**src/rtl/skinny_subcells_serial.sv**
```systemverilog
// Nibble-serial SubCells sequencer for the 3-share SKINNY-64 state: feeds one
// nibble per randomness word to an external masked S-box and reassembles its outputs.
//
// state | meaning
// IDLE  | waiting for start, result shares held
// FEED  | issuing nibbles, one per cycle with rnd_valid
// DRAIN | all nibbles issued, collecting the S-box pipeline tail
// DONE  | one-cycle done pulse, result complete
module skinny_subcells_serial #(
  parameter int NIBBLES  = 16,
  parameter int SBOX_LAT = 1
) (
  input  logic                 clk,
  input  logic                 rst,
  input  logic                 start,
  input  logic [4*NIBBLES-1:0] in_share1,
  input  logic [4*NIBBLES-1:0] in_share2,
  input  logic [4*NIBBLES-1:0] in_share3,
  input  logic [71:0]          rnd_in,
  input  logic                 rnd_valid,
  output logic                 rnd_ready,
  output logic [3:0]           sbox_in1,
  output logic [3:0]           sbox_in2,
  output logic [3:0]           sbox_in3,
  output logic [7:0]           sbox_nb,
  output logic [71:0]          sbox_r,
  input  logic [3:0]           sbox_out1,
  input  logic [3:0]           sbox_out2,
  input  logic [3:0]           sbox_out3,
  output logic                 busy,
  output logic                 done,
  output logic [4*NIBBLES-1:0] out_share1,
  output logic [4*NIBBLES-1:0] out_share2,
  output logic [4*NIBBLES-1:0] out_share3
);

  localparam int W  = 4 * NIBBLES;
  localparam int IW = (NIBBLES > 1) ? $clog2(NIBBLES) : 1;
  localparam int CW = $clog2(NIBBLES + 1);

  typedef enum logic [1:0] {IDLE, FEED, DRAIN, DONE} state_t;

  state_t              state, state_nxt;
  logic [W-1:0]        st1, st2, st3;
  logic [IW-1:0]       idx, nb_idx;
  logic [CW-1:0]       wr_idx;
  logic [SBOX_LAT-1:0] vld, vld_nxt;
  logic                issue, last_issue, capture, last_capture;

  assign issue        = (state == FEED) && rnd_valid;
  assign last_issue   = issue && (idx == IW'(NIBBLES - 1));
  assign capture      = vld[SBOX_LAT-1] && ((state == FEED) || (state == DRAIN));
  assign last_capture = capture && (wr_idx == CW'(NIBBLES - 1));
  assign nb_idx       = (idx == IW'(NIBBLES - 1)) ? '0 : idx + IW'(1);

  always_ff @(posedge clk) begin
    if (rst) state <= IDLE;
    else     state <= state_nxt;
  end

  always_comb begin
    state_nxt = state;
    case (state)
      IDLE:    if (start) state_nxt = FEED;
      FEED:    if (last_issue) state_nxt = DRAIN;
      DRAIN:   if (last_capture || (wr_idx == CW'(NIBBLES))) state_nxt = DONE;
      DONE:    state_nxt = IDLE;
      default: state_nxt = IDLE;
    endcase
  end

  // S-box inputs are pure muxes of one share each; zero whenever nothing is issued.
  always_comb begin
    busy      = (state == FEED) || (state == DRAIN);
    done      = (state == DONE);
    rnd_ready = issue;
    sbox_in1  = '0;
    sbox_in2  = '0;
    sbox_in3  = '0;
    sbox_nb   = '0;
    sbox_r    = '0;
    if (issue) begin
      sbox_in1 = st1[{idx, 2'b00} +: 4];
      sbox_in2 = st2[{idx, 2'b00} +: 4];
      sbox_in3 = st3[{idx, 2'b00} +: 4];
      sbox_nb  = {st3[{nb_idx, 2'b00} +: 4], st2[{nb_idx, 2'b00} +: 4]};
      sbox_r   = rnd_in;
    end
  end

  always_comb begin
    vld_nxt    = '0;
    vld_nxt[0] = issue;
    for (int i = 1; i < SBOX_LAT; i++) vld_nxt[i] = vld[i-1];
  end

  always_ff @(posedge clk) begin
    if (rst) begin
      st1        <= '0;
      st2        <= '0;
      st3        <= '0;
      idx        <= '0;
      wr_idx     <= '0;
      vld        <= '0;
      out_share1 <= '0;
      out_share2 <= '0;
      out_share3 <= '0;
    end else begin
      vld <= vld_nxt;
      if ((state == IDLE) && start) begin
        st1        <= in_share1;
        st2        <= in_share2;
        st3        <= in_share3;
        idx        <= '0;
        wr_idx     <= '0;
        out_share1 <= '0;
        out_share2 <= '0;
        out_share3 <= '0;
      end
      if (issue) idx <= last_issue ? '0 : idx + IW'(1);
      if (capture) begin
        out_share1[{wr_idx[IW-1:0], 2'b00} +: 4] <= sbox_out1;
        out_share2[{wr_idx[IW-1:0], 2'b00} +: 4] <= sbox_out2;
        out_share3[{wr_idx[IW-1:0], 2'b00} +: 4] <= sbox_out3;
        wr_idx <= wr_idx + CW'(1);
      end
    end
  end

endmodule
```
**config.mk**
```make
export PLATFORM = sky130hd
export DESIGN_NAME = skinny_subcells_serial
export DESIGN_NICKNAME = d
export VERILOG_FILES = /design/src/rtl/skinny_subcells_serial.sv
export SDC_FILE = /design/constraint.sdc
export NUM_CORES = 1
export LEC_CHECK = 0
export ABC_AREA = 1
export BUFFER_PORTS_ARGS = -buffer_cell sky130_fd_sc_hd__buf_2
export CAP_MARGIN = 20
export CORE_AREA = 4 4 221 223
export CTS_BUF_LIST = sky130_fd_sc_hd__clkbuf_4 sky130_fd_sc_hd__clkbuf_8 sky130_fd_sc_hd__clkbuf_16
export DETAILED_ROUTE_END_ITERATION = 6
export DIE_AREA = 0 0 225 227
export HOLD_SLACK_MARGIN = 0.06
export PLACE_DENSITY = 0.77
export SYNTH_ARGS = -nofsm -noshare
export SYNTH_HDL_FRONTEND = slang
export SYNTH_SLANG_ARGS = --single-unit
```
**constraint.sdc**
```tcl
create_clock -name clk -period 4 [get_ports clk]
set_input_delay 1 -clock clk [delete_from_list [all_inputs] [get_ports clk]]
set_output_delay 1 -clock clk [all_outputs]
set_load 0.01 [all_outputs]
```
== Word-level counts from Yosys, hierarchy flattened ==
Cells that the tools add are included.

* Register bits after elaboration: 396
* Input port bits: 280
* Output and inout port bits: 287

* Add/sub/neg operators: 3
* Equality and inequality tests: 9
* Shifts and indexed selects: 9
* Mux-type cells: 27
* Reduce and logical (&&, ||, !) cells: 11

{| class="wikitable"
|+ Operator list
! operator !! count
|-
| 64-bit 2-to-1 mux || 9
|-
| 64-bit by 7-bit indexed part select with 4-bit output || 5
|-
| 64-bit bitwise mux || 3
|-
| 4-bit by 8-bit indexed part select with 64-bit output || 3
|-
| 72-bit 2-to-1 mux || 1
|-
| 4-bit by 8-bit variable shift with 64-bit output, first input constant || 1
|-
| 4-bit 2-to-1 mux || 7
|-
| 5-bit 2-to-1 mux || 2
|-
| 8-bit 2-to-1 mux || 1
|-
| 6-bit negation with 8-bit output || 1
|-
| 2-bit one-hot mux with 4 select lines || 1
|-
| 2-bit 2-to-1 mux || 3
|-
| 2-bit != test, second input constant || 3
|-
| 5-bit by 1-bit adder with 5-bit output, second input constant || 1
|-
| 5-bit by 4-bit == test with 1-bit output, second input constant || 1
|-
| 5-bit == test, second input constant || 1
|-
| 1-bit logical AND || 5
|-
| 4-bit by 1-bit adder with 4-bit output, second input constant || 1
|-
| 2-bit == test, second input constant || 2
|-
| 4-bit == test, second input constant || 1
|-
| 2-bit nonzero test || 2
|-
| 3-bit AND reduction || 1
|-
| 2-bit by 1-bit == test with 1-bit output, second input constant || 1
|-
| 2-bit zero test || 1
|-
| 1-bit logical OR || 2
|}

== Depth between registers and ports, before layout ==
* Depth in word-level cells: 7
* Gate-level depth with buffers: 14
* Depth with buffers taken out: 11

== Worst setup path after synthesis ==
Ideal clock, no wire load.

* Kind: input to output
* From: input port rnd_valid
* To: output port sbox_r[61]
* Arrival time: 1.857 ns
* Setup slack: 1.143 ns
* Stages on the path: 4
* Cells stage by stage: nand2_1 -> clkbuf_1 -> buf_1 -> nor2_1

* Longest elaborated chain between the ends: 2

{| class="wikitable"
|+ RTL lines
! item !! RTL line !! source
|-
| start, declared || 20 || <nowiki>input logic rnd_valid,</nowiki>
|-
| 1-bit logical AND || 50 || <nowiki>assign issue = (state == FEED) && rnd_valid;</nowiki>
|-
| 72-bit 2-to-1 mux || 82 || <nowiki>if (issue) begin</nowiki>
|-
| end, declared || 26 || <nowiki>output logic [71:0] sbox_r,</nowiki>
|}

No other way between the ends.

== Worst setup path after layout ==
* From: register idx[1]
* To: output port sbox_nb[7]

* Longest elaborated chain between the ends: 4

{| class="wikitable"
|+ RTL lines
! item !! RTL line !! source
|-
| start, declared || 45 || <nowiki>logic [IW-1:0] idx, nb_idx;</nowiki>
|-
| start signal, assigned || 120 || <nowiki>if (issue) idx <= last_issue ? '0 : idx + IW'(1);</nowiki>
|-
| 4-bit by 1-bit adder with 4-bit output or 4-bit == test (tied branches) || 54 || <nowiki>assign nb_idx = (idx == IW'(NIBBLES - 1)) ? '0 : idx + IW'(1);</nowiki>
|-
| 4-bit 2-to-1 mux (*) || 54 ||
|-
| 64-bit by 7-bit indexed part select with 4-bit output (*) || 86 || <nowiki>sbox_nb = {st3[{nb_idx, 2'b00} +: 4], st2[{nb_idx, 2'b00} +: 4]};</nowiki>
|-
| 8-bit 2-to-1 mux (*) || 82 ||
|-
| end, declared || 25 || <nowiki>output logic [7:0] sbox_nb,</nowiki>
|}

Every way passes the cells marked *; elsewhere a longest branch is shown, timed or not.

==> results_dict.tcl <==
set metrics [dict create \
    status "completed" \
    drv_slew 0 \
    vias_per_cell 5.30 \
    rsz0062_at_grt "no" \
    clk-insertion-delay-late_ps 580 \
    async_reset_ff_share_pct 0 \
    setup_tns_ps 0 \
    design.portCount 567 \
    layout-drive-gt1-share_pct 22.2 \
    final_nets 3565 \
    vias 20700 \
    wl_per_cell_um 18.1 \
    dp_cells 3834 \
    fin_ws_ps 167 \
    avgSynthCellArea_um2 6.67 \
    r2r_start "wr_idx[0]" \
    yosysTopAreaCell "dfxtp_1" \
    yosys_most_used_dff "dfxtp_1" \
    synth_cells 2853 \
    grt_pass1_wl_um 106000 \
    yosysSeqAreaShare_pct 41.7 \
    synth_top_cell_area_share_pct 41.7 \
    gp_congestion 0.968 \
    seq_power_share_pct 38.7 \
    synth.distinct_cells 36 \
    setup_viol 0 \
    start_util_pct 40.9 \
    power_density_nw_per_um2 534 \
    tightestPinTransition_ps 1070 \
    fmax_mhz 261 \
    dr.pass1.iters 6 \
    power.internal_mw 8.16 \
    fin_crit_ps 3830 \
    wl_um 70900 \
    fp.coreArea_um2 46600 \
    post-place-ws_ps 579 \
    cts_hold_buf 0 \
    cp_max_fo 13 \
    ctsHtreeMaxLevel 2 \
    syn-num-nets 3144 \
    max_cap_violations 0 \
    r2r_end "out_share3[38]" \
    drt_iter0_drc 2293 \
    fin_skew_ps 11.1 \
    clk_path_buf_depth 3 \
    cts_root_buf "clkbuf_16" \
    grt.total_usage_pct 25.9 \
    netSwitchingFraction_pct 35.3 \
    total_power_mw 12.6 \
    min_path_type "reg2reg" \
    reg2regPathDepth 8 \
    fin_cells 3913 \
    portBuffers 566 \
    cp.required_ps 3000 \
    worstHoldStart "out_share2[23]" \
    hpwl_um 49800 \
    fin_area_um2 23600 \
    yosys-top-cells-count "nor2_1 (716), nand2_1 (414), dfxtp_1 (396)" \
    cts_buffers 45 \
    crit_type "reg2out" \
    start_kind "flip-flop" \
    p_clk_share_pct 33.6 \
    clock_sinks 396 \
    tritoncts "built" \
    combPwrFrac_pct 27.7 \
    post-cts-setup-buffers 0 \
    grt_pass1_vias 18600 \
    ant_nets 0 \
    holdPathStages 2 \
    yosysWarnings 0 \
    postPlaceCellArea_um2 22100 \
    grt_start_max_net_pins 115 \
    antenna_found_initial 9 \
    critPathArrivalTime_ps 2830 \
    drc 0 \
    leakage_nw 11.0 \
    syn2layout_area_growth_pct 24.0 \
    die_height_um 227 \
    period_share_pct 95.8 \
    die_w_um 225 \
    hold_viol 0 \
    whs_ps 456 \
    synth_seq_cells 396 \
    rows 79 \
    relSlewSlack_pct 28.9 \
    syn-cell-area_um2 19000 \
    synth_most_common_cell "nor2_1" \
    path_clk_slew_ps 60 \
    synthTopCellsByArea "dfxtp_1 (42%), nor2_1 (14%), o21ai_0 (8.6%)" \
    synth-edff-count 0 \
    peakVddDrop_uv 473 \
    globalRouteOverflowTotal 0 \
    reg2reg_slack_ps 620 \
    holdPathEnd "out_share2[23]" \
    die-area_um2 51100 \
    endpoint_kind "output port" \
    switchingPower_mw 4.45 \
    fin_util_pct 50.7 \
]
## power groups by stage
stage,sequential (mW),clock [mW],combinational (mW)
finish,4.88,4.23,3.49
global route,4.93,4.45,3.95
CTS,4.86,4.29,3.48
detailed placement,4.94,0,3.47
global placement,4.94,0,3.42
floorplan,4.80,0,2.51
## per-layer routing
| layer | global-route usage (%) | part of all wire (%) |
|---|---|---|
| met5 | 0 | 0.13 |
| met4 | 8.56 | 3.0 |
| met1 | 34.2 | 40 |
| met3 | 7.78 | 11 |
| met2 | 40.7 | 46 |
## timing repair
item | CTS | global route
gates resized for setup | 1 | 0
endpoints found under the setup margin | 6 | 0
hold endpoints to repair | 0 | 0
## worst max-delay path by stage
stage                         start         end  slack, ps  cells past startpoint
after detailed placement     idx[1]  sbox_nb[7]        580                      9
after CTS                    idx[1]  sbox_nb[7]        260                      9
after global placement       idx[1]  sbox_nb[7]        590                      9
after floorplan           rnd_valid  sbox_r[61]       1140                      4
final                        idx[1]  sbox_nb[7]        170                      9
after global routing         idx[0]  sbox_nb[4]         40                     11
## cell type report
type,count,area [um^2]
fill,4641,23000
multi-input combinational,2088,9590
sequential,396,7930
timing repair buffer,607,3270
clock buffer,65,1360
tap,607,759
inverter,136,531
clock inverter,12,156
antenna,2,5.00
## placed cells by master (no fill, tap or decap), types with 3 or more instances in the layout
| cell type | n |
|---|---|
| ha_1 | 11 |
| clkbuf_16 | 46 |
| nand2_4 | 4 |
| nand3_2 | 5 |
| nand2_2 | 8 |
| clkbuf_8 | 10 |
| inv_2 | 9 |
| nand3_1 | 257 |
| dfxtp_1 | 394 |
| a21oi_1 | 188 |
| nor3_1 | 33 |
| buf_4 | 32 |
| clkinv_1 | 4 |
| nand3_4 | 3 |
| nor2_1 | 715 |
| buf_12 | 10 |
| buf_2 | 565 |
| nand4_1 | 8 |
| nor2_4 | 11 |
| a211oi_1 | 33 |
| inv_4 | 3 |
| o211a_1 | 11 |
| o211ai_1 | 51 |
| o21ai_0 | 328 |
| bufinv_16 | 3 |
| inv_1 | 118 |
| clkbuf_4 | 9 |
| clkinv_2 | 5 |
| nand2_1 | 411 |
## cell families after synthesis
kind of cell,count (synthesis),synth area share [%]
and+or+nand+nor,1460,31.8
adders and majority gates,11,0.723
DFF,396,41.7
xor gates and xnor gates,1,0.0460
AOI/OAI and AO/OA,616,17.7
buffers and inverters,369,8.06
## state kept, by name (all words and copies together), names as in the netlist
signal / count
out_share3: 64
state: 2
st3: 64
vld: 1
out_share2: 64
wr_idx: 5
st1: 64
st2: 64
idx: 4
out_share1: 64
## worst max-delay path, stage by stage (launching register included)
cell and delay (ps):
dfxtp_2 390, ha_1 240, nand3_2 110, inv_1 60
nor2_2 510, inv_1 350, nand3_1 190, nand2_1 70
nor2_1 160, buf_2 160
No activity file was read; power rests on OpenSTA's default activity.
